$ cat src/rtl/mac_array_sequencer.sv
// mac_array_sequencer
//
// Sequences one output-stationary matrix-multiply pass on a ROWS x COLS
// systolic array of MAC processing elements. It clears the accumulators,
// streams k_len operand beats from the edge buffers, drains the skewed
// wavefront, pulses the PE capture, and then unloads the C tile one row per
// handshake.
//
// Ports:
//   clk          single rising-edge clock
//   rst          synchronous active-high reset (aborts a pass, no done)
//   start        begin a pass; only honoured in IDLE
//   k_len        inner dimension (beats to feed), latched with start
//   op_valid     edge buffers hold one A and one B beat
//   op_rd        pop one beat from the edge buffers this cycle
//   pe_clear     clear all PE accumulators and C registers
//   pe_en        array advance enable
//   pe_zero      inject zeros at the array edges instead of buffer data
//   pe_finished  PEs copy accumulator into their C output register
//   out_valid    C row out_row is on the array output bus
//   out_row      index of the C row being unloaded
//   out_ready    downstream accepts the current row
//   busy         pass in progress
//   done         one-cycle pulse when the pass completes

module mac_array_sequencer #(
   parameter int ROWS = 4,
   parameter int COLS = 4,
   parameter int KW   = 8,
   parameter int RW   = (ROWS > 1) ? $clog2(ROWS) : 1
) (
   input  logic          clk,
   input  logic          rst,
   input  logic          start,
   input  logic [KW-1:0] k_len,
   input  logic          op_valid,
   output logic          op_rd,
   output logic          pe_clear,
   output logic          pe_en,
   output logic          pe_zero,
   output logic          pe_finished,
   output logic          out_valid,
   output logic [RW-1:0] out_row,
   input  logic          out_ready,
   output logic          busy,
   output logic          done
);

   localparam logic [2:0] IDLE    = 3'd0;
   localparam logic [2:0] CLEAR   = 3'd1;
   localparam logic [2:0] FEED    = 3'd2;
   localparam logic [2:0] DRAIN   = 3'd3;
   localparam logic [2:0] CAPTURE = 3'd4;
   localparam logic [2:0] OUTPUT  = 3'd5;
   localparam logic [2:0] DONE    = 3'd6;

   // The drain counter must reach ROWS+COLS-2, which always fits in
   // clog2(ROWS+COLS) bits because ROWS+COLS is at least 2.
   localparam int            DW         = $clog2(ROWS + COLS);
   localparam logic [DW-1:0] DRAIN_LAST = DW'(ROWS + COLS - 2);
   localparam logic [RW-1:0] ROW_LAST   = RW'(ROWS - 1);

   logic [2:0]    state;
   logic [KW-1:0] k_reg;
   logic [KW-1:0] beat_cnt;
   logic [KW-1:0] k_last;
   logic [DW-1:0] drain_cnt;
   logic [RW-1:0] row_cnt;

   // Comparing against k_reg-1 rather than counting up to k_reg keeps the
   // counter at KW bits while still handling k_reg = 2^KW-1 without wrapping.
   // FEED is only entered with k_reg != 0, so k_last never underflows there.
   assign k_last = k_reg - KW'(1);

   // Main sequencing state machine with its beat, drain and row counters.
   always_ff @(posedge clk) begin
      if (rst) begin
         state     <= IDLE;
         k_reg     <= '0;
         beat_cnt  <= '0;
         drain_cnt <= '0;
         row_cnt   <= '0;
      end else begin
         case (state)
            IDLE: begin
               if (start) begin
                  k_reg <= k_len;
                  state <= CLEAR;
               end
            end
            CLEAR: begin
               beat_cnt  <= '0;
               drain_cnt <= '0;
               row_cnt   <= '0;
               state     <= (k_reg != '0) ? FEED : CAPTURE;
            end
            FEED: begin
               // A stall still advances the array with a zero beat, so only
               // real pops count towards k_reg.
               if (op_valid) begin
                  if (beat_cnt == k_last) begin
                     beat_cnt <= '0;
                     state    <= DRAIN;
                  end else begin
                     beat_cnt <= beat_cnt + KW'(1);
                  end
               end
            end
            DRAIN: begin
               if (drain_cnt == DRAIN_LAST) begin
                  drain_cnt <= '0;
                  state     <= CAPTURE;
               end else begin
                  drain_cnt <= drain_cnt + DW'(1);
               end
            end
            CAPTURE: begin
               row_cnt <= '0;
               state   <= OUTPUT;
            end
            OUTPUT: begin
               if (out_ready) begin
                  if (row_cnt == ROW_LAST) begin
                     row_cnt <= '0;
                     state   <= DONE;
                  end else begin
                     row_cnt <= row_cnt + RW'(1);
                  end
               end
            end
            DONE: begin
               state <= IDLE;
            end
            default: begin
               state <= IDLE;
            end
         endcase
      end
   end

   // Outputs decode from registered state; only op_rd and pe_zero look at
   // op_valid so a stalled FEED cycle becomes a zero beat instead of a pop.
   always_comb begin
      op_rd       = (state == FEED) && op_valid;
      pe_clear    = (state == CLEAR);
      pe_en       = (state == FEED) || (state == DRAIN);
      pe_zero     = (state == DRAIN) || ((state == FEED) && !op_valid);
      pe_finished = (state == CAPTURE);
      out_valid   = (state == OUTPUT);
      out_row     = row_cnt;
      busy        = (state != IDLE);
      done        = (state == DONE);
   end

endmodule

$ cat config.mk
export PLATFORM = sky130hd
export DESIGN_NAME = mac_array_sequencer
export DESIGN_NICKNAME = d
export VERILOG_FILES = /design/src/rtl/mac_array_sequencer.sv
export SDC_FILE = /design/constraint.sdc
export NUM_CORES = 1
export LEC_CHECK = 0
export BUFFER_PORTS_ARGS = -buffer_cell sky130_fd_sc_hd__buf_2
export CORE_ASPECT_RATIO = 0.7
export CORE_MARGIN = 2
export CORE_UTILIZATION = 56
export DETAILED_ROUTE_END_ITERATION = 6
export GPL_TIMING_DRIVEN = 0
export PLACE_DENSITY = 0.77
export SETUP_SLACK_MARGIN = 0.2
export SYNTH_ARGS = -nofsm -noshare
export SYNTH_HDL_FRONTEND = slang
export SYNTH_SLANG_ARGS = --single-unit
$ cat constraint.sdc
create_clock -name clk -period 2.45 [get_ports clk]
set_input_delay 0.49 -clock clk [delete_from_list [all_inputs] [get_ports clk]]
set_output_delay 0.49 -clock clk [all_outputs]
set_load 0.01 [all_outputs]
---- After elaboration in Yosys (flattened, before gate mapping) ----
Index checks and enable logic that the tools add are counted.
word-level totals
  bits in registers ....................... 24
  bits of input ports ..................... 13
  output and inout bits ................... 10
  logic and storage cells ................. 56
operators by class
  add/sub/neg operators ................... 4
  equal/unequal tests ..................... 15
  mux-type cells .......................... 16
  reductions and logical operators ........ 16
operators by type and width
  cell                   number
  $mux W3                8
  $pmux W3 S6            1
  $mux W8                2
  $pmux W8 S2            1
  $eq A3 B3 Y1 const B   4
  $add A8 B1 Y8 const B  1
  $eq A8 B8 Y1           1
  $ne A2 B2 Y1 const B   4
  $reduce_bool A8 Y1     1
  $sub A8 B1 Y8 const B  1
  $eq A3 B2 Y1 const B   2
  $pmux W3 S2            1
  $reduce_and A2 Y1      3
  $reduce_and A6 Y1      1
  $reduce_bool A2 Y1     3
  $mux W2                2
  $ne A2 B1 Y1 const B   2
  $pmux W2 S2            1
  $add A3 B1 Y3 const B  1
  $eq A3 B1 Y1 const B   1
  $logic_not A3 Y1       1
  $reduce_bool A3 Y1     1
  $add A2 B1 Y2 const B  1
  $eq A2 B2 Y1 const B   1
  4 further kinds        6

---- Depth between registers and ports, before layout ----
Gate-level depths: netlist (run 1).
  depth after elaboration ................. 5
  depth in mapped cells ................... 8
  mapped depth without buffers ............ 8

---- Worst setup path before layout (run 1) ----
No wires, ideal clock.
  path type ............................... register to register
  start point ............................. register k_reg[0]
  end point ............................... register state[0]
  library setup time ...................... 0.070 ns
  data arrival time ....................... 2.044 ns
  required time ........................... 2.380 ns
  slack ................................... 0.336 ns
  stages on the path, launching flop included .. 8
  buffers on the path ..................... 0
  clock period less this slack ............ 2.114 ns
  cells stage by stage .................... dfxtp_1 inv_1 ha_1 xnor2_1 a2111oi_1 nand3_1 or4_1 a21oi_1
between the ends
  cells in the longest elaborated chain, start to end .. 4
RTL lines
  what                         RTL line  text
  from (decl)                  64        logic [KW-1:0] k_reg;
  from (signal assigned)       87        k_reg <= k_len;
  $sub A8 B1 Y8                73        assign k_last = k_reg - KW'(1);
  $eq A8 B8 Y1                 101       if (beat_cnt == k_last) begin
  $ne A2 B2 Y1 (no line)       -
  $reduce_and A6 Y1 (no line)  -
  to (signal assigned)         95        state <= (k_reg != '0) ? FEED : CAPTURE;
  to (decl)                    63        logic [2:0] state;
No other way between the ends.
A chain may end at the register's enable or synchronous reset.

---- Worst setup path in the final report (run 1) ----
Ends and elaborated chain as after synthesis.

==> results of run 1 <==
==> layout make-up <==
type / instances / share of cell area, %
Buffer: 10 / 2.58
Sequential cell: 24 / 28.4
Multi-Input combinational cell: 150 / 55.7
Tap cell: 34 / 2.50
Inverter: 8 / 1.77
Timing Repair Buffer: 22 / 6.62
Clock buffer: 3 / 2.43
==> metal layers <==
metal / wire, um / share of wire, %
met1: 1600 / 48
met4: 28 / 0.84
met5: 0 / 0
met3: 250 / 7.5
met2: 1460 / 44
==> critical path: stages, from the launching register on <==
cell and delay [ns]:
dfxtp_2 0.39, inv_1 0.08, ha_2 0.28, xnor2_1 0.14, a2111oi_2 0.31, nand3_1 0.16, or4_1 0.52, a21oi_1 0.17
==> placed cells by master, fill, tap and decap left out, drive strengths merged, types with 3 or more instances in the layout <==
cell    count
a211oi      5
a21oi      22
buf        25
clkbuf     10
dfxtp      24
ha          4
inv         8
mux2i       3
nand2      25
nand2b      9
nand3       4
nand4       3
nor2       13
nor2b       4
nor3        8
nor3b       3
o22ai       3
or2         3
xnor2      10
xor2        5
==> through the flow <==
stage / setup WS [ns] / instances / instance area (sq um) / hold WS [ns]
finish: 0.330 / 251 / 1700 / 0.467
global route: 0.206 / 251 / 1700 / 0.472
CTS: 0.203 / 251 / 1700 / 0.463
detailed placement: 0.0455 / 247 / 1640 / 0.489
global placement: 0.0877 / 247 / 1640 / 0.478
floorplan: 0.336 / 192 / 1490 / 0.461
==> where the power goes <==
| part | total, W | switching, W | internal [W] | leakage, nW |
|---|---|---|---|---|
| Combinational | 0.000751 | 0.000439 | 0.000311 | 0.458 |
| Sequential | 0.000508 | 0.0000677 | 0.000440 | 0.196 |
| Clock | 0.000230 | 0.000120 | 0.000110 | 0.0216 |
| Total | 0.00149 | 0.000627 | 0.000862 | 0.675 |
==> final timing paths <==
path / start / endpoint / slack (ns) / cells after the start
worst max-delay path: k_reg[0] / state[0] / 0.33 / 7
worst min-delay path: k_len[4] / k_reg[4] / 0.47 / 3
worst max register to register: k_reg[0] / state[0] / 0.33 / 7
worst min register to register: k_reg[1] / k_reg[1] / 0.49 / 2
==> Yosys cell counts, types with 2 or more instances <==
master     n
nand3_1    4
clkbuf_1   7
ha_1       4
o22ai_1    3
nand2_1   25
a21oi_1   22
o21ai_0    2
or3_1      2
xor2_1     5
xnor2_1   10
nor2b_1    4
dfxtp_1   24
or2_2      3
or4_1      2
nor2_1    13
nor3b_1    3
nand2b_1   9
nand4_1    3
inv_1      8
a211oi_1   5
nor3_1     7
o211ai_1   2
mux2i_1    3
==> repair_timing <==
item | CTS | global route
setup endpoints to repair | 4 | 7
resized for setup | 2 | 4
pin swaps | 1 | 2
buffers inserted | 1 | 0
==> cell families (layout without fill, tap and decap cells) <==
logic type / after synthesis / in the layout / share of synthesized area, %
xor gates and xnor gates: 15 / 15 / 8.80
DFF: 24 / 24 / 32.2
AOI/OAI and AO/OA: 44 / 44 / 18.6
adders and majority gates: 4 / 4 / 3.35
and+or+nand+nor: 84 / 84 / 30.2
muxes: 3 / 3 / 2.01
buffers and inverters: 18 / 43 / 4.86
==> impl_metrics.yaml, run 1 <==
outcome:
  run_status: "finished clean"
finish:
  fin_nets: 236
  multi_input_area_sq_um: 947
  antenna_cells: 0
  fin_util_pct: 68.1
  drive_above_1_share_pct: 17.5
  regArea_sq_um: 483
  area_growth_syn_to_layout_pct: 13.9
  fillers: 205
timing:
  timing.slew.headroom_pct: 68.0
  rsz0062_at_grt: "no"
  finalSetupTns_ns: 0
  skew_ns: 0.00765
  fin_crit_ns: 2.12
  fmax_mhz: 472
  period_share_pct: 86.5
  tightest_slew_ns: 0.474
  setup_violations: 0
  hold_viol: 0
  drv_slew: 0
cts:
  clkLatencyLatePin_ns: 0.27
  tritoncts: "yes"
  clock_path_buffers: 2
  h-tree-depth: 1
  cts_sinks: 24
  cts_buffers: 3
  ctsRootBufferMaster: "clkbuf_8"
  ctsHoldBuffers: 0
  cts.clk_slew.worst_paths_ns: 0.08
route:
  vias: 1443
  drc_errors: 0
  firstDrtPassIters: 4
  wl_um: 3350
  antenna_left: 0
  wire_per_inst_um: 13.3
  drt_iter0_markers: 83
  viasPerCell: 5.75
yosys:
  yosysTopAreaCellShare_pct: 32.2
  syn_area_per_cell_sq_um: 7.77
  syn-cell-area_sq_um: 1490
  synth_fp_nets: 209
  ys_ff_latch: 24
  post_synth_num_cell_types: 45
  synth_area_leaders: "dfxtp_1 (32%), a21oi_1 (7.4%), nand2_1 (6.3%), xnor2_1 (5.9%), nand2b_1 (3.8%)"
  yosys_warnings: 0
  ys.flop_type: "dfxtp_1"
  synthArstFlopShare_pct: 0
  synth_seq_area_share_pct: 32.2
  synthesis.instances: 192
  synth_edf_count: 0
  synth_top_area_cell: "dfxtp_1"
global_routing:
  antenna_found_initial: 0
  use_met1_pct: 32.7
  grtUsageMet2_pct: 40.2
  grt_use_met3_pct: 6.24
  grt_max_degree: 13
  grt_busiest_layer: "met2"
  overflow: 0
  grt_pass1_wl_um: 5600
  grt_pass1_vias: 1245
  grt_use_total_pct: 24.2
pwr:
  vdd_ir_drop_max_v: 0.000425
  power.density_nw_per_um2: 876
  p_leak_nw: 0.675
  power.total_w: 0.00149
setup_path:
  critPathRequiredTime_ns: 2.65
  worst_setup_path_start_kind: "register"
  path_class: "register to register"
  worstSetupEndpointType: "register"
  crit_fanout: 5
  crit_arrival_ns: 2.32
floorplan:
  die_h_um: 47.2
  dieArea_sq_um: 3100
  row_count: 15
  coreArea_sq_um: 2500
  start_util_pct: 59.8
  dieWidth_um: 65.7
  io_pins: 23
place:
  dp_hpwl_um: 2540
  gp_congestion: 0.879
  port_buffers: 21
flow_run:
  maxCapViolCount: 0
min_path:
  hold_class: "input port to register"
(Power assumes the default switching activity.)
==> inputs of run 2 (changes only) <==
--- a/config.mk
+++ b/config.mk
@@ -5,13 +5,15 @@
 export SDC_FILE = /design/constraint.sdc
 export NUM_CORES = 1
 export LEC_CHECK = 0
+export ABC_AREA = 1
+export ABC_CLOCK_PERIOD_IN_PS = 2450
 export BUFFER_PORTS_ARGS = -buffer_cell sky130_fd_sc_hd__buf_2
 export CORE_ASPECT_RATIO = 0.7
 export CORE_MARGIN = 2
-export CORE_UTILIZATION = 56
+export CORE_UTILIZATION = 55
 export DETAILED_ROUTE_END_ITERATION = 6
 export GPL_TIMING_DRIVEN = 0
-export PLACE_DENSITY = 0.77
+export PLACE_DENSITY = 0.76
 export SETUP_SLACK_MARGIN = 0.2
 export SYNTH_ARGS = -nofsm -noshare
 export SYNTH_HDL_FRONTEND = slang
==> run 2 against run 1 <==
Compared with the run above:
- utilization decreased by 1.6 points
- combinational power is 29% higher
- total power rose by 23%
- first-iteration DRC count increased by 9.6%
- clock-buffer cell count grew 1
- die area shrank 1.6%
- worst hold slack lost 0.0060 ns
- global-route usage decreased by 0.054 points
- synthesized cell count increased by 9.4%
==> impl_metrics.yaml, run 2 <==
yosys:
  synth.most_common_cell: "nand2_1"
  ys_ff_latch: 24
  synth_top_area_cell: "dfxtp_1"
  synth_area_leaders: "dfxtp_1 (33%), nand2_1 (10%), nor2_1 (8.1%), inv_1 (6.5%), a21oi_1 (5.9%)"
  ys.flop_type: "dfxtp_1"
  synth_fp_nets: 227
  synth_top_cells_by_count: "nand2_1 (40), nor2_1 (31), inv_1 (25), dfxtp_1 (24), a21oi_1 (17)"
  yosys_warnings: 0
  syn_area_per_cell_sq_um: 6.86
  post_synth_num_cell_types: 30
  synthArstFlopShare_pct: 0
  syn-cell-area_sq_um: 1440
  synth_seq_area_share_pct: 33.3
  synth_edf_count: 0
  synthesis.instances: 210
  yosysTopAreaCellShare_pct: 33.3
setup_path:
  cp_cell_sequence: "inv_2, nor2_2, inv_2, nor2_4, inv_1, nand2_1, buf_2"
  crit_fanout: 5
  slowest_delay_ns: 0.42
  worst_setup_path_start_kind: "register"
  worstSetupStartpoint: "state[0]"
  cp_slowest_cell: "dfxtp_1"
  worstSetupEndpointType: "output pin"
  critPathRequiredTime_ns: 1.96
  r2r_setup_slack_ns: 0.52
  timing.rr.end: "beat_cnt[0]"
  crit_path_frequent_cell: "inv_2"
  cp-endpoint: "pe_en"
  worst-r2r-cell-count: 13
  worst_r2r_startpoint: "k_reg[0]"
  path_class: "register to output pin"
  crit_arrival_ns: 1.45
floorplan:
  io_pins: 23
  die_h_um: 46.8
  dieArea_sq_um: 3050
  dieWidth_um: 65.2
  start_util_pct: 58.2
  row_count: 15
  coreArea_sq_um: 2480
route:
  wire_per_inst_um: 13.4
  antenna_left: 0
  vias: 1431
  wl_um: 3610
  firstDrtPassIters: 4
  drc_errors: 0
  viasPerCell: 5.30
  drt_iter0_markers: 91
finish:
  regArea_sq_um: 480
  drive_above_1_share_pct: 18.6
  multi_input_area_sq_um: 841
  area_growth_syn_to_layout_pct: 14.4
  final_cell_mix: "nand2_1 (40), nor2_1 (31), inv_1 (25)"
  antenna_cells: 0
  fin_nets: 254
  fillers: 220
  fin_area_sq_um: 1650
  final_common_cell: "nand2_1"
place:
  dp_hpwl_um: 2720
  port_buffers: 22
  gp_congestion: 0.825
  place_area_sq_um: 1590
timing:
  skew_ns: 0.00767
  drv_slew: 0
  hold_viol: 0
  setup_violations: 0
  tightest_slew_ns: 0.406
  fin_crit_ns: 1.94
  fmax_mhz: 515
  rsz0062_at_grt: "no"
  finalSetupTns_ns: 0
  period_share_pct: 79.3
  timing.slew.headroom_pct: 72.9
global_routing:
  grt_max_degree: 14
  grt_pass1_wl_um: 5510
  grt_use_total_pct: 24.2
  grt_pass1_vias: 1218
  antenna_found_initial: 0
  overflow: 0
cts:
  cts.clk_slew.worst_paths_ns: 0.09
  clock_path_buffers: 2
  clkLatencyLatePin_ns: 0.27
  ctsResizeCount: 0
  ctsHoldBuffers: 0
  ctsRootBufferMaster: "clkbuf_8"
  h-tree-depth: 1
  cts_buffers: 3
  cts_sinks: 24
  tritoncts: "yes"
  cts_setup_buffers: 0
pwr:
  power.density_nw_per_um2: 1110
  p_leak_nw: 0.763
  power.total_w: 0.00184
  vdd_ir_drop_max_v: 0.000516
outcome:
  run_status: "finished clean"
min_path:
  hold_class: "input port to register"
flow_run:
  maxCapViolCount: 0
[run 2: layout make-up]
cell class	instances	share of cell area, %
Clock buffer	4	3.34
Tap cell	34	2.58
Multi-Input combinational cell	155	51.0
Inverter	29	6.75
Buffer	2	0.531
Sequential cell	24	29.1
Timing Repair Buffer	22	6.68
[run 2: power breakdown]
part           switching [W]  internal (W)  leakage, nW  total, W
clock               0.000126      0.000143       0.0288  0.000270
combinational       0.000625      0.000341        0.538  0.000966
sequential          0.000116      0.000486        0.196  0.000602
[run 2: worst min path at each step]
| stage | startpoint | endpoint | slack (ns) | cells after the start |
|---|---|---|---|---|
| floorplan | k_reg[5] | k_reg[5] | 0.45 | 2 |
| global placement | k_reg[7] | k_reg[7] | 0.47 | 2 |
| detailed placement | k_reg[5] | k_reg[5] | 0.48 | 2 |
| CTS | rst | state[2] | 0.45 | 2 |
| global route | rst | state[2] | 0.46 | 2 |
| finish | rst | state[2] | 0.46 | 2 |
[run 2: layer usage]
layer	GRT usage [%]	share of wire [%]
met1	33.8	47
met5	0	0
met3	6.00	6.4
met4	7.92	1.4
met2	37.3	45
[run 2: logic make-up (layout without fill, tap and decap cells)]
| logic type | after synthesis | in the layout | share of synthesized area (%) |
|---|---|---|---|
| buf+inv | 31 | 57 | 8.33 |
| fa+ha+maj | 4 | 4 | 3.47 |
| simple gates | 103 | 103 | 32.9 |
| flops | 24 | 24 | 33.3 |
| mux | 1 | 1 | 0.694 |
| compound gates | 36 | 36 | 14.1 |
| xor+xnor | 11 | 11 | 7.21 |
[run 2: per-stage QoR]
step | util [%] | setup WS (ns) | hold slack, ns | instances
3_5_place_dp | 64.3 | 0.556 | 0.480 | 266
4_1_cts | 66.6 | 0.537 | 0.455 | 270
3_3_place_gp | 64.3 | 0.570 | 0.471 | 266
6_report | 66.6 | 0.507 | 0.461 | 270
2_1_floorplan | - | 0.781 | 0.449 | 210
5_1_grt | 66.6 | 0.312 | 0.458 | 270
[run 2: worst max-delay path, delay by kind of cell, from the launching register on]
kind          cells  cell delay (ns)
simple gates      3             0.37
flops             1             0.42
buf+inv           4             0.39
==> inputs of run 3 (changes only) <==
--- a/config.mk
+++ b/config.mk
@@ -6,7 +6,7 @@
 export NUM_CORES = 1
 export LEC_CHECK = 0
 export ABC_AREA = 1
-export ABC_CLOCK_PERIOD_IN_PS = 2450
+export ABC_CLOCK_PERIOD_IN_PS = 1900
 export BUFFER_PORTS_ARGS = -buffer_cell sky130_fd_sc_hd__buf_2
 export CORE_ASPECT_RATIO = 0.7
 export CORE_MARGIN = 2
==> constraint.sdc (replaced) <==
create_clock -name clk -period 1.9 [get_ports clk]
set_input_delay 0.38 -clock clk [delete_from_list [all_inputs] [get_ports clk]]
set_output_delay 0.38 -clock clk [all_outputs]
set_load 0.01 [all_outputs]
==> run 3 against run 2 <==
Compared with the run above:
- final cell count is 4.1% higher
- die area stayed put
- critical endpoint is now beat_cnt[7]
- via count rose by 8.4%
- routed wire length is 11% higher
- clock skew shrank 0.0020 ns
- utilization up 5.7 points
- design area rose by 8.5%
- register-to-register slack got worse by 0.31 ns
- sequential share of layout area is 1.8 points lower
- flip-flop and latch count stayed put
- sequential power rose by 32%
- clock power increased by 30%
==> impl_metrics.yaml, run 3 (synthesis gave the netlist of run 2 again) <==
finish:
  final_cell_mix: "nand2_1 (38), nor2_1 (27), buf_2 (23)"
  multi_input_area_sq_um: 882
  area_growth_syn_to_layout_pct: 24.1
  drive_above_1_share_pct: 29.1
  fillers: 191
  regArea_sq_um: 489
  antenna_cells: 0
  fin_area_sq_um: 1790
  fin_nets: 265
  final_common_cell: "nand2_1"
setup_path:
  cp_slowest_cell: "dfxtp_2"
  worst_setup_path_start_kind: "register"
  timing.rr.end: "beat_cnt[7]"
  crit_fanout: 8
  crit_path_frequent_cell: "nor2_1"
  worstSetupEndpointType: "register"
  r2r_setup_slack_ns: 0.21
  path_class: "register to register"
  critPathRequiredTime_ns: 2.06
  slowest_delay_ns: 0.34
  worst-r2r-cell-count: 14
  cp_cell_sequence: "inv_2, ha_4, nand2_2, inv_2, nor2_1, nand2_1, nor2_1, nand2_1, nor2_1, nand3_1, nand2_2, nand2_2, nand2_4, nor2_1"
  worst_r2r_startpoint: "k_reg[1]"
  crit_arrival_ns: 1.86
place:
  port_buffers: 22
  dp_hpwl_um: 2720
  place_area_sq_um: 1590
  gp_congestion: 0.825
route:
  routed.top_layer: "met4"
  wire_per_inst_um: 14.3
  drc_errors: 0
  met1Wirelength_um: 1820
  wl_um: 4020
  vias: 1551
  wl_met2_um: 1890
  viasPerCell: 5.52
  route.met3.wl_um: 276
  firstDrtPassIters: 4
  antenna_left: 0
  drt_iter0_markers: 128
flow_run:
  maxCapViolCount: 0
global_routing:
  grt_use_total_pct: 25.0
  overflow: 0
  antenna_found_initial: 0
  grt_max_degree: 14
  grt_pass1_vias: 1261
  grt_pass1_wl_um: 5700
cts:
  clkLatencyLatePin_ns: 0.27
  h-tree-depth: 1
  cts.clk_slew.worst_paths_ns: 0.09
  clock_path_buffers: 2
  ctsRootBufferMaster: "clkbuf_8"
  cts_sinks: 24
  cts_buffers: 3
  tritoncts: "yes"
  ctsHoldBuffers: 0
timing:
  period_share_pct: 89.2
  fmax_mhz: 590
  fin_crit_ns: 1.69
  skew_ns: 0.00565
  drv_slew: 0
  finalSetupTns_ns: 0
  rsz0062_at_grt: "yes"
  hold_viol: 0
  timing.slew.headroom_pct: 72.6
  setup_violations: 0
  tightest_slew_ns: 0.411
floorplan:
  start_util_pct: 58.2
  coreArea_sq_um: 2480
  dieArea_sq_um: 3050
  die_h_um: 46.8
  io_pins: 23
  dieWidth_um: 65.2
  row_count: 15
pwr:
  p_leak_nw: 0.826
  vdd_ir_drop_max_v: 0.000693
  power.density_nw_per_um2: 1470
outcome:
  run_status: "finished clean"
min_path:
  whs_path_depth: 2
  holdPathEnd: "state[2]"
  hold_class: "input port to register"
  hold_start: "rst"
-- run 3: cell count changes in the layout (fill, tap and decap cells not counted), sizes merged --
cell,delta
buf,+11
-- run 3: critical path, delay by kind of cell, from the launching register on --
family / cells / cell delay (ns)
fa+ha+maj: 1 / 0.24
buf+inv: 2 / 0.08
flops: 1 / 0.34
simple gates: 11 / 0.95
-- run 3: worst max-delay path by stage --
stage | start | end | cells after the start
global placement | k_reg[0] | beat_cnt[0] | 14
detailed placement | k_reg[0] | beat_cnt[1] | 14
finish | k_reg[1] | beat_cnt[7] | 14
global route | k_reg[1] | beat_cnt[7] | 14
floorplan | k_reg[0] | beat_cnt[0] | 14
CTS | k_reg[1] | beat_cnt[0] | 13
-- run 3: layout make-up --
class	count	area share (%)
Tap cell	34	2.38
Timing Repair Buffer	33	10.8
Multi-Input combinational cell	155	49.3
Clock buffer	4	3.08
Buffer	2	0.490
Inverter	29	6.64
Sequential cell	24	27.3
-- run 3: power by group --
group | internal [W] | switching [W]
Clock | 0.000185 | 0.000167
Combinational | 0.000572 | 0.000900
Sequential | 0.000638 | 0.000159
-- run 3: repair_timing --
item,CTS,global route
pin swaps,2,12
setup endpoints to repair,13,13
resized for setup,11,13
setup buffers,4,7
-- run 3: metrics by stage --
step | worst slack, ns | cells | hold slack [ns] | util [%] | total power, W
final | 0.206 | 281 | 0.351 | 72.2 | 0.00262
after global routing | 0.0955 | 281 | 0.344 | 72.2 | 0.00279
after CTS | 0.202 | 274 | 0.345 | 68.7 | 0.00243
after detailed placement | 0.00642 | 266 | 0.480 | 64.3 | 0.00198
after global placement | 0.0201 | 266 | 0.471 | 64.3 | 0.00192
after floorplan | 0.231 | 210 | 0.449 | - | 0.00167
-- run 3: layer usage --
metal  vias up  GRT usage [%]
li1        751              -
met5         -              0
met2        77           39.6
met4         0           8.33
met1       718           33.8
met3         5           6.71
